$ cat config.mk
export PLATFORM = sky130hd
export DESIGN_NAME = logic_unit_arbiter
export DESIGN_NICKNAME = d
export VERILOG_FILES = /design/src/rtl/logic_unit_arbiter_pkg.sv /design/src/rtl/logic_unit_arbiter_logic_unit.sv /design/src/rtl/logic_unit_arbiter.sv
export SDC_FILE = /design/constraint.sdc
export NUM_CORES = 1
export LEC_CHECK = 0
export CORE_MARGIN = 1
export CORE_UTILIZATION = 50
export CTS_BUF_LIST = sky130_fd_sc_hd__clkbuf_4 sky130_fd_sc_hd__clkbuf_8
export CTS_CLUSTER_SIZE = 40
export DETAILED_ROUTE_END_ITERATION = 12
export HOLD_SLACK_MARGIN = 0.15
export PLACE_DENSITY = 0.87
export SLEW_MARGIN = 10
export SYNTH_ARGS = -nofsm -noshare
export SYNTH_HDL_FRONTEND = slang
export SYNTH_SLANG_ARGS = --single-unit
$ cat constraint.sdc
create_clock -name clk -period 3.6 [get_ports clk]
set_input_delay 0.72 -clock clk [delete_from_list [all_inputs] [get_ports clk]]
set_output_delay 0.72 -clock clk [all_outputs]
set_load 0.05 [all_outputs]
$ cat src/rtl/logic_unit_arbiter_pkg.sv
// Shared opcode and FSM state definitions for the shared bitwise logic unit arbiter.
package logic_unit_arbiter_pkg;

  localparam int unsigned OP_W = 3;

  typedef logic [OP_W-1:0] op_t;

  localparam op_t OP_NOT     = 3'd0;
  localparam op_t OP_OR      = 3'd1;
  localparam op_t OP_NOR     = 3'd2;
  localparam op_t OP_AND     = 3'd3;
  localparam op_t OP_NAND    = 3'd4;
  localparam op_t OP_XOR     = 3'd5;
  localparam op_t OP_XNOR    = 3'd6;
  localparam op_t OP_ILLEGAL = 3'd7;

  typedef enum logic [1:0] {
    ST_IDLE = 2'd0,
    ST_EXEC = 2'd1,
    ST_RESP = 2'd2
  } state_e;

endpackage

$ cat src/rtl/logic_unit_arbiter_logic_unit.sv
// Stateless gate set: evaluates one bitwise operation on a and b.
module logic_unit
  import logic_unit_arbiter_pkg::*;
#(
  parameter int unsigned WIDTH = 8
) (
  input  op_t              op,
  input  logic [WIDTH-1:0] a,
  input  logic [WIDTH-1:0] b,
  output logic [WIDTH-1:0] y,
  output logic             err
);

  always_comb begin
    y   = '0;
    err = 1'b0;
    case (op)
      OP_NOT:  y = ~a;
      OP_OR:   y = a | b;
      OP_NOR:  y = ~(a | b);
      OP_AND:  y = a & b;
      OP_NAND: y = ~(a & b);
      OP_XOR:  y = a ^ b;
      OP_XNOR: y = ~(a ^ b);
      default: err = 1'b1;
    endcase
  end

endmodule

$ cat src/rtl/logic_unit_arbiter.sv
// Round-robin arbiter scheduling NREQ requesters onto one shared logic unit,
// returning each result on a single tagged valid/ready response channel.
module logic_unit_arbiter
  import logic_unit_arbiter_pkg::*;
#(
  parameter int unsigned NREQ  = 4,
  parameter int unsigned WIDTH = 8
) (
  input  logic                       clk,
  input  logic                       rst_n,
  input  logic [NREQ-1:0]            req_valid,
  output logic [NREQ-1:0]            req_ready,
  input  logic [OP_W*NREQ-1:0]       req_op,
  input  logic [WIDTH*NREQ-1:0]      req_a,
  input  logic [WIDTH*NREQ-1:0]      req_b,
  output logic                       rsp_valid,
  input  logic                       rsp_ready,
  output logic [$clog2(NREQ)-1:0]    rsp_id,
  output logic [WIDTH-1:0]           rsp_data,
  output logic                       rsp_err,
  output logic                       busy
);

  localparam int unsigned IDW = $clog2(NREQ);

  state_e           state_q;
  logic [IDW-1:0]   last_q;
  logic [IDW-1:0]   id_q;
  op_t              op_q;
  logic [WIDTH-1:0] a_q;
  logic [WIDTH-1:0] b_q;
  logic             rsp_valid_q;
  logic [IDW-1:0]   rsp_id_q;
  logic [WIDTH-1:0] rsp_data_q;
  logic             rsp_err_q;
  logic             busy_q;

  logic [IDW:0]     pick_c;
  logic [IDW-1:0]   win_c;
  logic             grant_c;
  logic [WIDTH-1:0] lu_y;
  logic             lu_err;

  // Search starts just after the last winner and wraps; returns {found, index}.
  function automatic logic [IDW:0] rr_pick(input logic [NREQ-1:0] valid,
                                           input logic [IDW-1:0]  last);
    logic           found;
    logic [IDW-1:0] idx;
    logic [IDW-1:0] cand;
    int unsigned    c;
    found = 1'b0;
    idx   = '0;
    for (int unsigned k = 1; k <= NREQ; k++) begin
      c    = (32'(last) + k) % NREQ;
      cand = IDW'(c);
      if (!found && valid[cand]) begin
        found = 1'b1;
        idx   = cand;
      end
    end
    return {found, idx};
  endfunction

  assign pick_c  = rr_pick(req_valid, last_q);
  assign win_c   = pick_c[IDW-1:0];
  // Accept strobe is suppressed while reset is held so no requester sees a phantom grant.
  assign grant_c = (state_q == ST_IDLE) && pick_c[IDW] && rst_n;

  always_comb begin
    req_ready = '0;
    if (grant_c) req_ready[win_c] = 1'b1;
  end

  logic_unit #(.WIDTH(WIDTH)) u_logic_unit (
    .op  (op_q),
    .a   (a_q),
    .b   (b_q),
    .y   (lu_y),
    .err (lu_err)
  );

  always_ff @(posedge clk or negedge rst_n) begin
    if (!rst_n) begin
      state_q     <= ST_IDLE;
      last_q      <= IDW'(NREQ - 1);
      id_q        <= '0;
      op_q        <= OP_NOT;
      a_q         <= '0;
      b_q         <= '0;
      rsp_valid_q <= 1'b0;
      rsp_id_q    <= '0;
      rsp_data_q  <= '0;
      rsp_err_q   <= 1'b0;
      busy_q      <= 1'b0;
    end else begin
      case (state_q)
        ST_IDLE: begin
          if (grant_c) begin
            last_q  <= win_c;
            id_q    <= win_c;
            op_q    <= req_op[OP_W*32'(win_c) +: OP_W];
            a_q     <= req_a[WIDTH*32'(win_c) +: WIDTH];
            b_q     <= req_b[WIDTH*32'(win_c) +: WIDTH];
            busy_q  <= 1'b1;
            state_q <= ST_EXEC;
          end
        end
        ST_EXEC: begin
          rsp_data_q  <= lu_y;
          rsp_err_q   <= lu_err;
          rsp_id_q    <= id_q;
          rsp_valid_q <= 1'b1;
          state_q     <= ST_RESP;
        end
        ST_RESP: begin
          if (rsp_ready) begin
            rsp_valid_q <= 1'b0;
            busy_q      <= 1'b0;
            state_q     <= ST_IDLE;
          end
        end
        default: begin
          rsp_valid_q <= 1'b0;
          busy_q      <= 1'b0;
          state_q     <= ST_IDLE;
        end
      endcase
    end
  end

  assign rsp_valid = rsp_valid_q;
  assign rsp_id    = rsp_id_q;
  assign rsp_data  = rsp_data_q;
  assign rsp_err   = rsp_err_q;
  assign busy      = busy_q;

endmodule

Yosys cells after proc, flatten, opt, wreduce, memory -nomap -nowiden
Index checks and enable logic that the tools add are counted.
W data, S select, Z words.
{ "op_classes": {"add_sub_neg": 4, "multipliers": 1, "magnitude_cmp": 6, "eq_ne": 10, "shift": 3, "muxes": 28, "bitwise": 9, "reduce_logical": 16} }
{ "op_table": {"columns": ["operator", "count"], "rows": [
  ["$shiftx A32 B6 Y8", 2],
  ["$pmux W8 S7", 1],
  ["$not A8 Y8", 4],
  ["$lt A2 B3 Y1 const B", 5],
  ["$mux W1", 12],
  ["$mux W2", 6],
  ["$shiftx A12 B5 Y3", 1],
  ["$eq A3 B3 Y1 const B", 3],
  ["$and A8 B8 Y8", 1],
  ["$bmux W1 S2", 4],
  ["$or A8 B8 Y8", 1],
  ["$xor A8 B8 Y8", 1],
  ["$reduce_or A7 Y1", 1],
  ["$eq A3 B2 Y1 const B", 2],
  ["$logic_and A1 B1 Y1", 6],
  ["$pmux W1 S3", 2],
  ["$pmux W2 S3", 1],
  ["$reduce_and A2 Y1", 3],
  ["$add A2 B1 Y2 const B", 2],
  ["$add A2 B2 Y2 const B", 2],
  ["$mul A2 B2 Y4 const A", 1],
  ["$mux W4", 1],
  ["$ne A2 B2 Y1 const B", 2],
  ["$eq A3 B1 Y1 const B", 1],
  ["9 further kinds", 12]
]} }
{ "totals": {"ff_bits": 38, "inputBits": 83, "output_inout_bits": 17, "elab_cells": 88} }

Depth between registers and ports, before layout
{ "depth": {"ltp_word": 18, "mapped_depth": 8, "mapped_depth_nobuf": 7} }

By module
Synthesis repeated with hierarchy kept, for this count alone.
{ "hier_totals": {"hier_cells": 322, "hier_area_um2": 2907.8} }
{ "modules_own_cells": {"columns": ["mod", "n_inst", "cells_each", "area_each_um2", "seq_area_each_um2"], "rows": [
  ["logic_unit_arbiter", 1, 213, 2132.0, 953.4],
  ["logic_unit", 1, 109, 775.7, 0.0]
]} }

Worst setup path after synthesis
No wires, ideal clock.
{ "synth_path": {"path_kind": "input-to-output", "from": "input port req_valid[0]", "to": "output port req_ready[2]", "arrival_ps": 2532, "required_time_ps": 2880, "slack_ps": 348, "stages": 5, "path_buffers": 1, "path_cell_list": "o21a_1 o21ai_1 nand3_2 buf_6 nor3_1"} }
{ "synth_via": {"elab_chain_cells": 17, "word_cells_on_any_way": 30, "classes_between": "order compare (2); mux (19); reduce/logical (9)"} }
{ "synth_rtl": {"columns": ["element", "line_no", "source"], "rows": [
  ["from (decl)", "logic_unit_arbiter.sv:11", "input logic [NREQ-1:0] req_valid,"],
  ["$bmux W1 S2", "logic_unit_arbiter.sv:56", "if (!found && valid[cand]) begin"],
  ["$mux W1 (not written as such)", "logic_unit_arbiter.sv:56", null],
  ["$mux W1", "logic_unit_arbiter.sv:56", null],
  ["$logic_not A1 Y1", "logic_unit_arbiter.sv:56", null],
  ["$logic_and A1 B1 Y1", "logic_unit_arbiter.sv:56", null],
  ["$mux W1", "logic_unit_arbiter.sv:56", null],
  ["$logic_not A1 Y1", "logic_unit_arbiter.sv:56", null],
  ["$logic_and A1 B1 Y1", "logic_unit_arbiter.sv:56", null],
  ["$mux W1", "logic_unit_arbiter.sv:56", null],
  ["$logic_not A1 Y1", "logic_unit_arbiter.sv:56", null],
  ["$logic_and A1 B1 Y1", "logic_unit_arbiter.sv:56", null],
  ["$mux W2", "logic_unit_arbiter.sv:56", null],
  ["$lt A2 B3 Y1 (not written as such) or $ge A2 B1 Y1 (tied branches)", "logic_unit_arbiter.sv:71", "if (grant_c) req_ready[win_c] = 1'b1;"],
  ["$logic_and A1 B1 Y1 (not written as such)", "logic_unit_arbiter.sv:71", null],
  ["$mux W1 (not written as such)", "logic_unit_arbiter.sv:71", null],
  ["$demux W1 S2", "logic_unit_arbiter.sv:71", null],
  ["$mux W4 *", "logic_unit_arbiter.sv:71", null],
  ["to (decl)", "logic_unit_arbiter.sv:12", "output logic [NREQ-1:0] req_ready,"]
]} }
Mark *: on every way between the ends. The rest lies on a longest branch, timed or not. The select of a mux whose other input is x is not followed.

Final worst setup path
{ "layout_path": {"from": "input port req_valid[1]", "to": "output port req_ready[3]"} }
Same word-level chain as after synthesis.

==> results.cfg <==
[cells_and_area]
diodes = 0
final_layout_size_suffix_gt1_frac = 0.0732
syn2layout_area_growth_pct = 38.8
fin_nets = 535
final_cell_area_um2 = 4040

[worst_setup_path]
cp-end-kind = output port
cp.arrival_ps = 2710
worst-path-buf-inv = 2
path_delay_family = simple AND/OR/NAND/NOR gates
crit_path_max_incr_delay_ps = 520
cp_max_fo = 13
crit_type = input pin to output port
critPathSlowestCell = clkdlybuf4s50_1
cp_cell_sequence = clkdlybuf4s50_1, or2b_1, a21o_1, nand3_2, nor2_1, and2_1, buf_12
crit_required_ps = 2880
cp-start-kind = input pin

[sta]
slew_viol_final = 0
hold_viol_final = 0
post-route-period-util = 0.953
clock-skew-final_ps = 9.91
maxSlewHeadroom = 0.471
max_freq_mhz = 292
setup_viol = 0
tightest_slew_ps = 774
period_needed_ps = 3430
fin_tns_setup_ps = 0
rsz0062_at_grt = false

[clock_tree]
cts_buffers = 5
post_cts_resized = 0
cts_max_level = 2
cts_sinks = 38
insertion_delay_ps = 290
clkTransAtPathRegs_ps = 70
clockBufferDepth = 2
tritoncts = yes
holdBufCountCts = 0
post_cts_buffers = 0
cts-root-buf = clkbuf_8

[synthesis]
ys_warn_count = 0
synth_flop_cell = dfrtp_1
ys_seq_area_frac = 0.327
synth_cell_types = 44
synth_area_um2 = 2910
syn_area_per_cell_um2 = 8.29
synth_seq_cells = 38
syn_inst = 351
synth_edf_count = 0
async_reset_ff_frac = 1.00
syn_nets = 450

[die]
ioPinCount = 100
dieArea_um2 = 6130
rows = 27
start_util = 0.522
die_h_um = 78.3
die_x_um = 78.3
core_um2 = 5570

[routing]
vias_per_cell = 5.91
drc = 0
vias = 3008
ant_nets = 0
wl_per_cell_um = 15.9
routed_wl_mm = 8.11
firstDrtPassIters = 4
drt_iter0_drc = 161

[place]
hpwlAfterDp_mm = 6.37
dpl-instance-area_um2 = 3950
port-buffer-count = 99
gp_congestion = 0.845

[grt]
antenna_found_initial = 0
first_global_vias = 2864
grt_max_degree = 39
grt_overflow_total = 0
grt_pass1_wl_mm = 13.4
track_usage = 0.276

[power_and_ir_drop]
p_per_area_nw_per_um2 = 758
totalPowerFinal_mw = 3.06
p_leak_nw = 1.78
peakVddDrop_mv = 0.364

[run_status]
status = finished clean

[min_path]
hold_class = flip-flop to flip-flop

[job]
maxCapViolCount = 0
## layer usage
layer | vias to the layer above | share of wire | GRT usage
met2 | 104 | 0.50 | 0.453
li1 | 1460 | - | -
met3 | 16 | 0.049 | 0.0360
met1 | 1428 | 0.43 | 0.364
met5 | - | 0 | 0
met4 | 0 | 0.021 | 0.120
## flip-flops by register name, summed over array words and instances (netlist names)
signal,count
b_q,8
rsp_err,1
id_q,2
state_q,2
op_q,3
busy,1
a_q,8
rsp_valid,1
rsp_id,2
last_q,2
rsp_data,8
## cell type report
class	count	area, um2
multi-input cells	251	1680
fillers	427	1530
repair buffers	109	1100
flip-flops and latches	38	953
inverters	31	119
clock buffers	7	90.1
well taps	72	90.1
clock inverters	1	5.00
## Yosys cell counts, drive strengths merged, types with 5 or more instances
library cell  instances  share of area
a211o                 5          0.015
a31oi                14          0.030
a22o                  5          0.015
nand2                38          0.049
clkbuf               20          0.026
mux2i                 8          0.028
a22oi                10          0.026
nor3                 20          0.034
nor2                 21          0.027
ha                   16          0.069
buf                  11          0.028
a211oi                8          0.021
a221oi               18          0.054
dfrtp                36           0.31
o21ai                22          0.038
o211ai                5          0.013
inv                  31          0.041
a21oi                11          0.020
a32o                  5          0.017
a2111oi               7          0.021
nor2b                 6          0.013
## layout by cell type, fill, tap and decap left out, drive strengths merged, types with 2 or more instances in the layout
cell type and instances:
clkdlybuf4s50 94, nand2 38, dfrtp 36, inv 31, o21ai 22, nor2 21
nor3 20, a221oi 18, ha 16, buf 15, a31oi 14, a21oi 11
a22oi 10, mux2i 8, a211oi 8, a2111oi 7, clkbuf 7, nor2b 6
a211o 5, o211ai 5, a32o 5, a22o 5, o21a 4, a21o 4
nand2b 4, nand3 4, o221ai 3, and2 3, mux2 2, dfstp 2
## per-stage QoR
| step | setup WS, ps | hold slack, ps | util | instances |
|---|---|---|---|---|
| final | 170 | 479 | 0.725 | 509 |
| after global routing | 52.0 | 518 | 0.725 | 509 |
| after CTS | 202 | 489 | 0.725 | 509 |
| after detailed placement | 199 | 471 | 0.708 | 501 |
| after global placement | 318 | 464 | 0.708 | 501 |
| after floorplan | 348 | 424 | - | 351 |
## cells by family (layout without fill, tap and decap cells)
logic type | Yosys count | after routing | share of synthesized area
and+or+nand+nor | 101 | 101 | 0.165
DFF | 38 | 38 | 0.327
buffers and inverters | 62 | 148 | 0.0945
muxes | 10 | 10 | 0.0352
AOI/OAI and AO/OA | 124 | 124 | 0.309
adders and majority gates | 16 | 16 | 0.0688
## power breakdown
group	internal [mW]	leakage (nW)	switching, mW
clock network	0.162	0.0517	0.145
registers	0.637	0.441	0.250
logic	0.799	1.29	1.07
total	1.60	1.78	1.47
## path summary, 6_finish.rpt
| path | startpoint | end | slack, ps | cells past startpoint |
|---|---|---|---|---|
| setup / recovery | req_valid[1] | req_ready[3] | 170 | 7 |
| hold reg to reg | rsp_valid$_DFFE_PN0P_ | rsp_valid$_DFFE_PN0P_ | 480 | 1 |
| min in group asynchronous | rst_n | a_q[7]$_DFFE_PN0P_ | 570 | 2 |
| hold / removal | rsp_valid$_DFFE_PN0P_ | rsp_valid$_DFFE_PN0P_ | 480 | 1 |
| max in group asynchronous | rst_n | last_q[1]$_DFFE_PN1P_ | 2670 | 2 |
| setup reg to reg | last_q[0]$_DFFE_PN1P_ | b_q[4]$_DFFE_PN0P_ | 1130 | 5 |
No activity file was read; power rests on OpenSTA's default activity.
